`src/rtl/modexp_seq.sv`:
```
// modexp_seq: square-and-multiply sequencer driving one montprod core, ping-ponging results between R0 and R1.
// Define MODEXP_SEQ_FINAL_CONV_EN to append a multiply by plain 1 that leaves the result in the normal domain.
module modexp_seq #(
    parameter int EXP_ADDR_W   = 8,
    parameter int GUARD_CYCLES = 1
) (
    input  logic                  clk,
    input  logic                  reset,
    input  logic                  start,
    output logic                  ready,
    input  logic [7:0]            length,
    input  logic [7:0]            exp_length,
    output logic [EXP_ADDR_W-1:0] exp_addr,
    input  logic [31:0]           exp_data,
    output logic                  mp_calculate,
    input  logic                  mp_ready,
    output logic [7:0]            mp_length,
    output logic [2:0]            mp_opa_sel,
    output logic [2:0]            mp_opb_sel,
    output logic                  mp_dst_sel,
    output logic [2:0]            result_sel
);

    localparam logic [2:0] SEL_P    = 3'd2;
    localparam logic [2:0] SEL_ONE  = 3'd3;
    localparam logic [2:0] SEL_LIT1 = 3'd4;
    localparam logic [1:0] GUARD_INIT = 2'(GUARD_CYCLES);

    typedef enum logic [3:0] {
        IDLE,
        FETCH,
        LATCH,
        SQ_START,
        SQ_WAIT,
        MUL_START,
        MUL_WAIT,
        NEXT,
`ifdef MODEXP_SEQ_FINAL_CONV_EN
        CONV_START,
        CONV_WAIT,
`endif
        DONE
    } state_t;

    state_t      state, state_n;
    logic [7:0]  exp_len_q;
    logic [31:0] word_q;
    logic [7:0]  w_q;
    logic [4:0]  b_q;
    logic [2:0]  cur_q;
    logic [1:0]  guard_q;

    logic in_wait;
    logic wait_done;
    logic bit_set;
    logic last_word;

    assign exp_addr  = EXP_ADDR_W'(w_q);
    assign bit_set   = word_q[b_q];
    assign last_word = (w_q == exp_len_q - 8'd1);

`ifdef MODEXP_SEQ_FINAL_CONV_EN
    assign in_wait      = (state == SQ_WAIT) || (state == MUL_WAIT) || (state == CONV_WAIT);
    assign mp_calculate = (state == SQ_START) || (state == MUL_START) || (state == CONV_START);
`else
    assign in_wait      = (state == SQ_WAIT) || (state == MUL_WAIT);
    assign mp_calculate = (state == SQ_START) || (state == MUL_START);
`endif

    // montprod drops ready a cycle late, so its ready is masked for a few cycles after each pulse
    assign wait_done = in_wait && (guard_q == 2'd0) && mp_ready;

    always_ff @(posedge clk) begin
        if (reset) state <= IDLE;
        else       state <= state_n;
    end

    always_comb begin
        state_n = state;
        case (state)
            IDLE: begin
                if (start) begin
                    if (exp_length != 8'd0) state_n = FETCH;
`ifdef MODEXP_SEQ_FINAL_CONV_EN
                    else                    state_n = CONV_START;
`else
                    else                    state_n = DONE;
`endif
                end
            end
            FETCH:     state_n = LATCH;
            LATCH:     state_n = SQ_START;
            SQ_START:  state_n = SQ_WAIT;
            SQ_WAIT:   if (wait_done) state_n = bit_set ? MUL_START : NEXT;
            MUL_START: state_n = MUL_WAIT;
            MUL_WAIT:  if (wait_done) state_n = NEXT;
            NEXT: begin
                if (b_q != 5'd0)    state_n = SQ_START;
`ifdef MODEXP_SEQ_FINAL_CONV_EN
                else if (last_word) state_n = CONV_START;
`else
                else if (last_word) state_n = DONE;
`endif
                else                state_n = FETCH;
            end
`ifdef MODEXP_SEQ_FINAL_CONV_EN
            CONV_START: state_n = CONV_WAIT;
            CONV_WAIT:  if (wait_done) state_n = DONE;
`endif
            DONE:      state_n = IDLE;
            default:   state_n = IDLE;
        endcase
    end

    // Selects are loaded on the edge entering each *_START and held until the matching wait ends.
    always_ff @(posedge clk) begin
        if (reset) begin
            ready      <= 1'b1;
            mp_length  <= '0;
            exp_len_q  <= '0;
            word_q     <= '0;
            w_q        <= '0;
            b_q        <= '0;
            cur_q      <= SEL_ONE;
            guard_q    <= '0;
            mp_opa_sel <= SEL_ONE;
            mp_opb_sel <= SEL_ONE;
            mp_dst_sel <= 1'b0;
            result_sel <= SEL_ONE;
        end else begin
            case (state)
                IDLE: begin
                    if (start) begin
                        ready     <= 1'b0;
                        mp_length <= length;
                        exp_len_q <= exp_length;
                        cur_q     <= SEL_ONE;
                        w_q       <= '0;
                        b_q       <= 5'd31;
`ifdef MODEXP_SEQ_FINAL_CONV_EN
                        if (exp_length == 8'd0) begin
                            mp_opa_sel <= SEL_ONE;
                            mp_opb_sel <= SEL_LIT1;
                            mp_dst_sel <= 1'b0;
                        end
`endif
                    end
                end
                LATCH: begin
                    word_q     <= exp_data;
                    mp_opa_sel <= cur_q;
                    mp_opb_sel <= cur_q;
                    mp_dst_sel <= ~cur_q[0];
                end
                NEXT: begin
                    if (b_q != 5'd0) begin
                        b_q        <= b_q - 5'd1;
                        mp_opa_sel <= cur_q;
                        mp_opb_sel <= cur_q;
                        mp_dst_sel <= ~cur_q[0];
                    end else if (last_word) begin
`ifdef MODEXP_SEQ_FINAL_CONV_EN
                        mp_opa_sel <= cur_q;
                        mp_opb_sel <= SEL_LIT1;
                        mp_dst_sel <= ~cur_q[0];
`endif
                    end else begin
                        w_q <= w_q + 8'd1;
                        b_q <= 5'd31;
                    end
                end
                DONE: begin
                    result_sel <= cur_q;
                    ready      <= 1'b1;
                end
                default: ;
            endcase

            if (mp_calculate) guard_q <= GUARD_INIT;

            if (in_wait && guard_q != 2'd0) guard_q <= guard_q - 2'd1;

            if (wait_done) begin
                cur_q <= {2'b00, mp_dst_sel};
                // square result feeds the multiply directly; cur_q is not yet visible
                if (state == SQ_WAIT && bit_set) begin
                    mp_opa_sel <= {2'b00, mp_dst_sel};
                    mp_opb_sel <= SEL_P;
                    mp_dst_sel <= ~mp_dst_sel;
                end
            end
        end
    end

endmodule

```
`config.mk`:
```
export PLATFORM = sky130hd
export DESIGN_NAME = modexp_seq
export DESIGN_NICKNAME = d
export VERILOG_FILES = /design/src/rtl/modexp_seq.sv
export SDC_FILE = /design/constraint.sdc
export NUM_CORES = 1
export LEC_CHECK = 0
export ABC_AREA = 1
export BUFFER_PORTS_ARGS = -buffer_cell sky130_fd_sc_hd__buf_2
export CORE_AREA = 2 2 106 128
export CTS_CLUSTER_DIAMETER = 60
export DETAILED_ROUTE_END_ITERATION = 8
export DIE_AREA = 0 0 108 130
export PLACE_DENSITY = 0.47
export SYNTH_ARGS = -nofsm -noshare
export SYNTH_HDL_FRONTEND = slang
export SYNTH_SLANG_ARGS = --single-unit
```
`constraint.sdc`:
```
create_clock -name clk -period 2.6 [get_ports clk]
set_input_delay 0.52 -clock clk [delete_from_list [all_inputs] [get_ports clk]]
set_output_delay 0.52 -clock clk [all_outputs]
set_load 0.02 [all_outputs]
```
### After elaboration in Yosys (flattened, before gate mapping)

Index checks and enable logic that the tools add are counted.

* flip-flop bits (word level): 79
* bits of input ports: 52
* output and inout port bits: 28

* add/subtract/negate cells: 4
* magnitude comparators: 1
* eq/ne operators: 15
* mux-type cells: 37
* bitwise operators: 2
* reductions and logical operators: 22

Operators with widths (number)
* 4-bit one-hot mux with 8 select lines: 1
* 4-bit 2-to-1 mux: 6
* 8-bit 2-to-1 mux: 3
* 3-bit 2-to-1 mux: 6
* 4-bit by 3-bit == test with 1-bit output (second input constant): 4
* 8-bit one-hot mux with 2 select lines: 1
* 5-bit 2-to-1 mux: 3
* 2-bit 2-to-1 mux: 6
* 3-bit one-hot mux with 2 select lines: 2
* 2-bit nonzero test: 6
* 2-bit != test (second input constant): 5
* 5-bit one-hot mux with 2 select lines: 1
* 8-bit by 1-bit adder with 8-bit output (second input constant): 1
* 4-bit by 2-bit == test with 1-bit output (second input constant): 2
* 8-bit == test: 1
* 8-bit nonzero test: 1
* 8-bit by 1-bit subtractor with 8-bit output (second input constant): 1
* 5-bit by 6-bit < comparator with 1-bit output (second input constant): 1
* 2-bit AND reduction: 3
* 3-bit AND reduction: 2
* 1-bit binary-select mux with 5-bit select: 1
* 1-bit 2-to-1 mux: 5
* 5-bit nonzero test: 1
* 5-bit by 1-bit subtractor with 5-bit output (second input constant): 1
* other kinds (11): 17

### Logic depth before layout (Yosys ltp)

* depth after elaboration: 6
* mapped depth: 16
* depth with buffers taken out: 14

### Worst setup path before layout

No wires, ideal clock.

* kind: reg-to-reg
* from: register b_q[1]
* to: register mp_opb_sel[1]
* arrival: 1.727 ns
* data required time: 2.473 ns
* setup slack: 0.746 ns
* stages on the path, launching flop included: 12
* path buffers: 2
* cells stage by stage: dfxtp_1 > buf_2 > inv_2 > buf_2 > ha_1 > nand4_1 > nand2_1 > inv_2 > nor2_2 > inv_2 > a21oi_1 > nand3_1

* longest elaborated chain between the ends: 5

RTL lines
* start, declared: RTL line 49 `logic [4:0] b_q;`
* start signal, assigned: RTL line 157 `b_q <= b_q - 5'd1;`
* 1-bit binary-select mux with 5-bit select or 5-bit nonzero test (tied branches): RTL line 59, 156
* 1-bit 2-to-1 mux (not written as such) or 3-bit 2-to-1 mux (tied branches): RTL line 59, 156
* 1-bit logical AND or 3-bit one-hot mux with 2 select lines (tied branches): RTL line 186, 131
* 3-bit 2-to-1 mux: RTL line 186 `if (state == SQ_WAIT && bit_set) begin`
* 3-bit 2-to-1 mux *: RTL line 183 `if (wait_done) begin`
* end signal, assigned: RTL line 152 `mp_opb_sel <= cur_q;`
* end signal, assigned: RTL line 159 `mp_opb_sel <= cur_q;`
* end, declared: RTL line 19 `output logic [2:0] mp_opb_sel,`

Every way passes the cells marked *; elsewhere a longest branch is shown, timed or not. The select of a mux whose other input is x is not followed.
A chain may end at the register's enable or synchronous reset.

### Worst setup path in the final report

* from: register b_q[0]
* to: register mp_opb_sel[1]

Same word-level chain as after synthesis.

==> impl_metrics.yaml <==
status:
  status: "finished clean"
setup_path:
  worst_setup_path_start_kind: "register"
  crit_required_ps: 2810
  crit_fanout: 20
  critPathKind: "reg2reg"
  cp_slowest_stage_delay_ps: 480
  r2r_slack_ps: 300
  cp_cell_sequence: "inv_2 > ha_1 > nand4_1 > nand2_1 > inv_2 > nor2_2 > inv_2 > a21oi_1 > nand3_1"
  cp.arrival_ps: 2510
  end_kind: "register"
  crit_path_frequent_cell: "inv_2"
  slowest_stage: "dfxtp_1"
sta:
  rsz0062_at_grt: "no"
  hold_ws_ps: 402.1
  period_minus_slack_ps: 2303
  max_freq_mhz: 434.1
  worst_slew_pin_slew_ps: 546.8
  fin_skew_ps: 6.390
  setup_tns_ps: 0
  hold_viol_final: 0
  setup_viol: 0
  timing.final.max_slew_violations: 0
  relSlewSlack_pct: 63.49
  timing.final.crit_share_pct: 88.60
synthesis:
  synth.area.top_cells: "dfxtp_1 (42%), nor2_1 (12%), nand2_1 (9.6%), nand3_1 (7.3%), o21ai_0 (4.8%)"
  yosysUniqueCellTypes: 37
  synth_edf_count: 0
  seq_area_frac_synth_pct: 41.95
  syn-cell-area_sq_mm: 0.003770
  async_reset_ff_share_pct: 0
  synth.net_count: 601
  synth_area_per_cell_sq_um: 6.917
  yosys_most_used_dff: "dfxtp_1"
  ys.warnings.count: 0
  synth_top_area_share_pct: 41.95
  synth_cells: 545
  ys_seq_elements: 79
  synth_top_area_cell: "dfxtp_1"
clock_tree:
  cts_num_sinks: 79
  clock_latency_ps: 340
  cts_root_buf: "clkbuf_16"
  path_clk_slew_ps: 60
  cts_tree: "built"
  cts-htree-levels: 3
  post_cts_buffers: 0
  clockBufferDepth: 2
  cts_resized: 0
  cts_hold_buf: 0
  cts-buffers-inserted: 9
route:
  drc: 0
  ant_nets: 0
  viasPerCell: 4.623
  finalWirelength_um: 9946
  wl_per_cell_um: 12.62
  dr.pass1.iters: 4
  drt_iter0_drc: 157
  dr_total_vias: 3643
cells_and_area:
  multi_input_area_sq_mm: 0.001917
  ff_latch_area_sq_mm: 0.001582
  diodes: 0
  final_nets: 671
  fill_cells: 1402
  drive_gt1_share_pct: 20.81
  area_growth_pct: 23.50
  design_area_sq_mm: 0.004656
global_routing:
  grt_usage_pct: 14.77
  antenna_found_initial: 0
  grt-ovfl-total: 0
  grt_max_degree: 34
  grt_pass1_vias: 3538
  grt_pass1_wl_um: 16500
floorplanning:
  fp.dieW_um: 108
  initial_utilization_pct: 29.11
  die_area_sq_mm: 0.01404
  core_area_sq_mm: 0.01295
  pin_count: 80
  dieHeight_um: 130
  core.rowCount: 46
pwr:
  ir_worst_vdd_mv: 0.3216
  power_mw: 4.995
  leakage_nw: 2.134
  p_per_area_mw_per_mm2: 1073
min_path:
  hp-class: "in2reg"
place:
  place_congestion: 0.8319
  port_buffers: 78
  dpl-instance-area_sq_mm: 0.004300
  hpwl_um: 7223
job:
  cap_violations: 0
## sequential cells by signal, indices dropped and copies added, names as in the netlist
register,cells
exp_addr,8
word_q,32
mp_length,8
ready,1
mp_dst_sel,1
b_q,5
exp_len_q,8
guard_q,2
mp_opa_sel,3
cur_q,2
mp_opb_sel,3
state,4
result_sel,2
## kinds of logic (layout without fill, tap and decap cells)
family	count (synthesis)	in the layout	synth area share (%)
AOI/OAI and AO/OA	85	85	11.92
buffers and inverters	66	141	7.202
other	1	1	0.09947
adders and majority gates	4	4	1.328
DFF	79	79	41.95
xor gates and xnor gates	17	17	3.949
and+or+nand+nor	293	293	33.55
## synthesized netlist by cell type, types with 2 or more instances
cell type	number
o21ai_0	36
inv_2	12
dfxtp_1	79
buf_2	5
nor2_1	118
nor4_1	2
xnor2_1	5
nand2_1	96
nor3_1	3
nand4_1	3
nor2_4	2
nor2_2	5
ha_1	4
clkbuf_1	16
nand3_1	55
a21oi_1	23
o21ai_1	20
nand2_2	2
inv_1	27
xor2_1	12
buf_4	4
## per-layer routing
layer / wire [um] / track usage [%]
met5: 0 / 0
met4: 154 / 5.656
met3: 515 / 3.047
met2: 4907 / 25.90
met1: 4368 / 17.72
## final cells by class
class                   count  area share (%)
repair buffers             84           9.352
multi-input cells         400           41.17
clock inverters             6           2.499
well taps                 168           4.515
clock buffers              10           5.133
inverters                  41           3.359
flip-flops and latches     79           33.97
## layout by cell type, fill, tap and decap left out, types with 3 or more instances in the layout
cell type / count
nor2_1: 118
nand2_1: 96
dfxtp_1: 79
buf_2: 78
nand3_1: 55
o21ai_0: 36
inv_1: 27
a21oi_1: 23
o21ai_1: 20
inv_2: 12
xor2_1: 12
clkbuf_16: 9
buf_4: 6
nor2_2: 5
xnor2_1: 5
ha_1: 4
nand4_1: 3
nor3_1: 3
bufinv_16: 3
## through the flow
stage / std cells / worst slack (ps) / util, %
final: 788 / 296.5 / 35.95
after global routing: 788 / 61.60 / 35.95
after CTS: 788 / 282.2 / 35.95
after detailed placement: 772 / 292.0 / 33.21
after global placement: 772 / 440.1 / 33.21
after floorplan: 545 / 745.6 / -
## report_power, final
part	total, mW	switching, mW	internal (mW)
Combinational	1.69	1.10	0.583
Sequential	1.82	0.264	1.56
Clock	1.49	0.516	0.971
## worst max-delay path: cells and delay by family, from the launching register on
family / cells / cell delay, ps
fa+ha+maj: 1 / 260
compound gates: 1 / 210
flops: 1 / 480
simple gates: 4 / 740
buf+inv: 3 / 480
## worst paths after layout
path,startpoint,end,depth (start not counted)
min,exp_data[4],word_q[4]$_SDFFE_PP0P_,3
max reg2reg,b_q[0]$_SDFFE_PP0P_,mp_opb_sel[1]$_SDFF_PP1_,9
max,b_q[0]$_SDFFE_PP0P_,mp_opb_sel[1]$_SDFF_PP1_,9
min reg2reg,mp_opa_sel[2]$_SDFF_PP0_,mp_opa_sel[2]$_SDFF_PP0_,2
No activity file was read; power rests on OpenSTA's default activity.
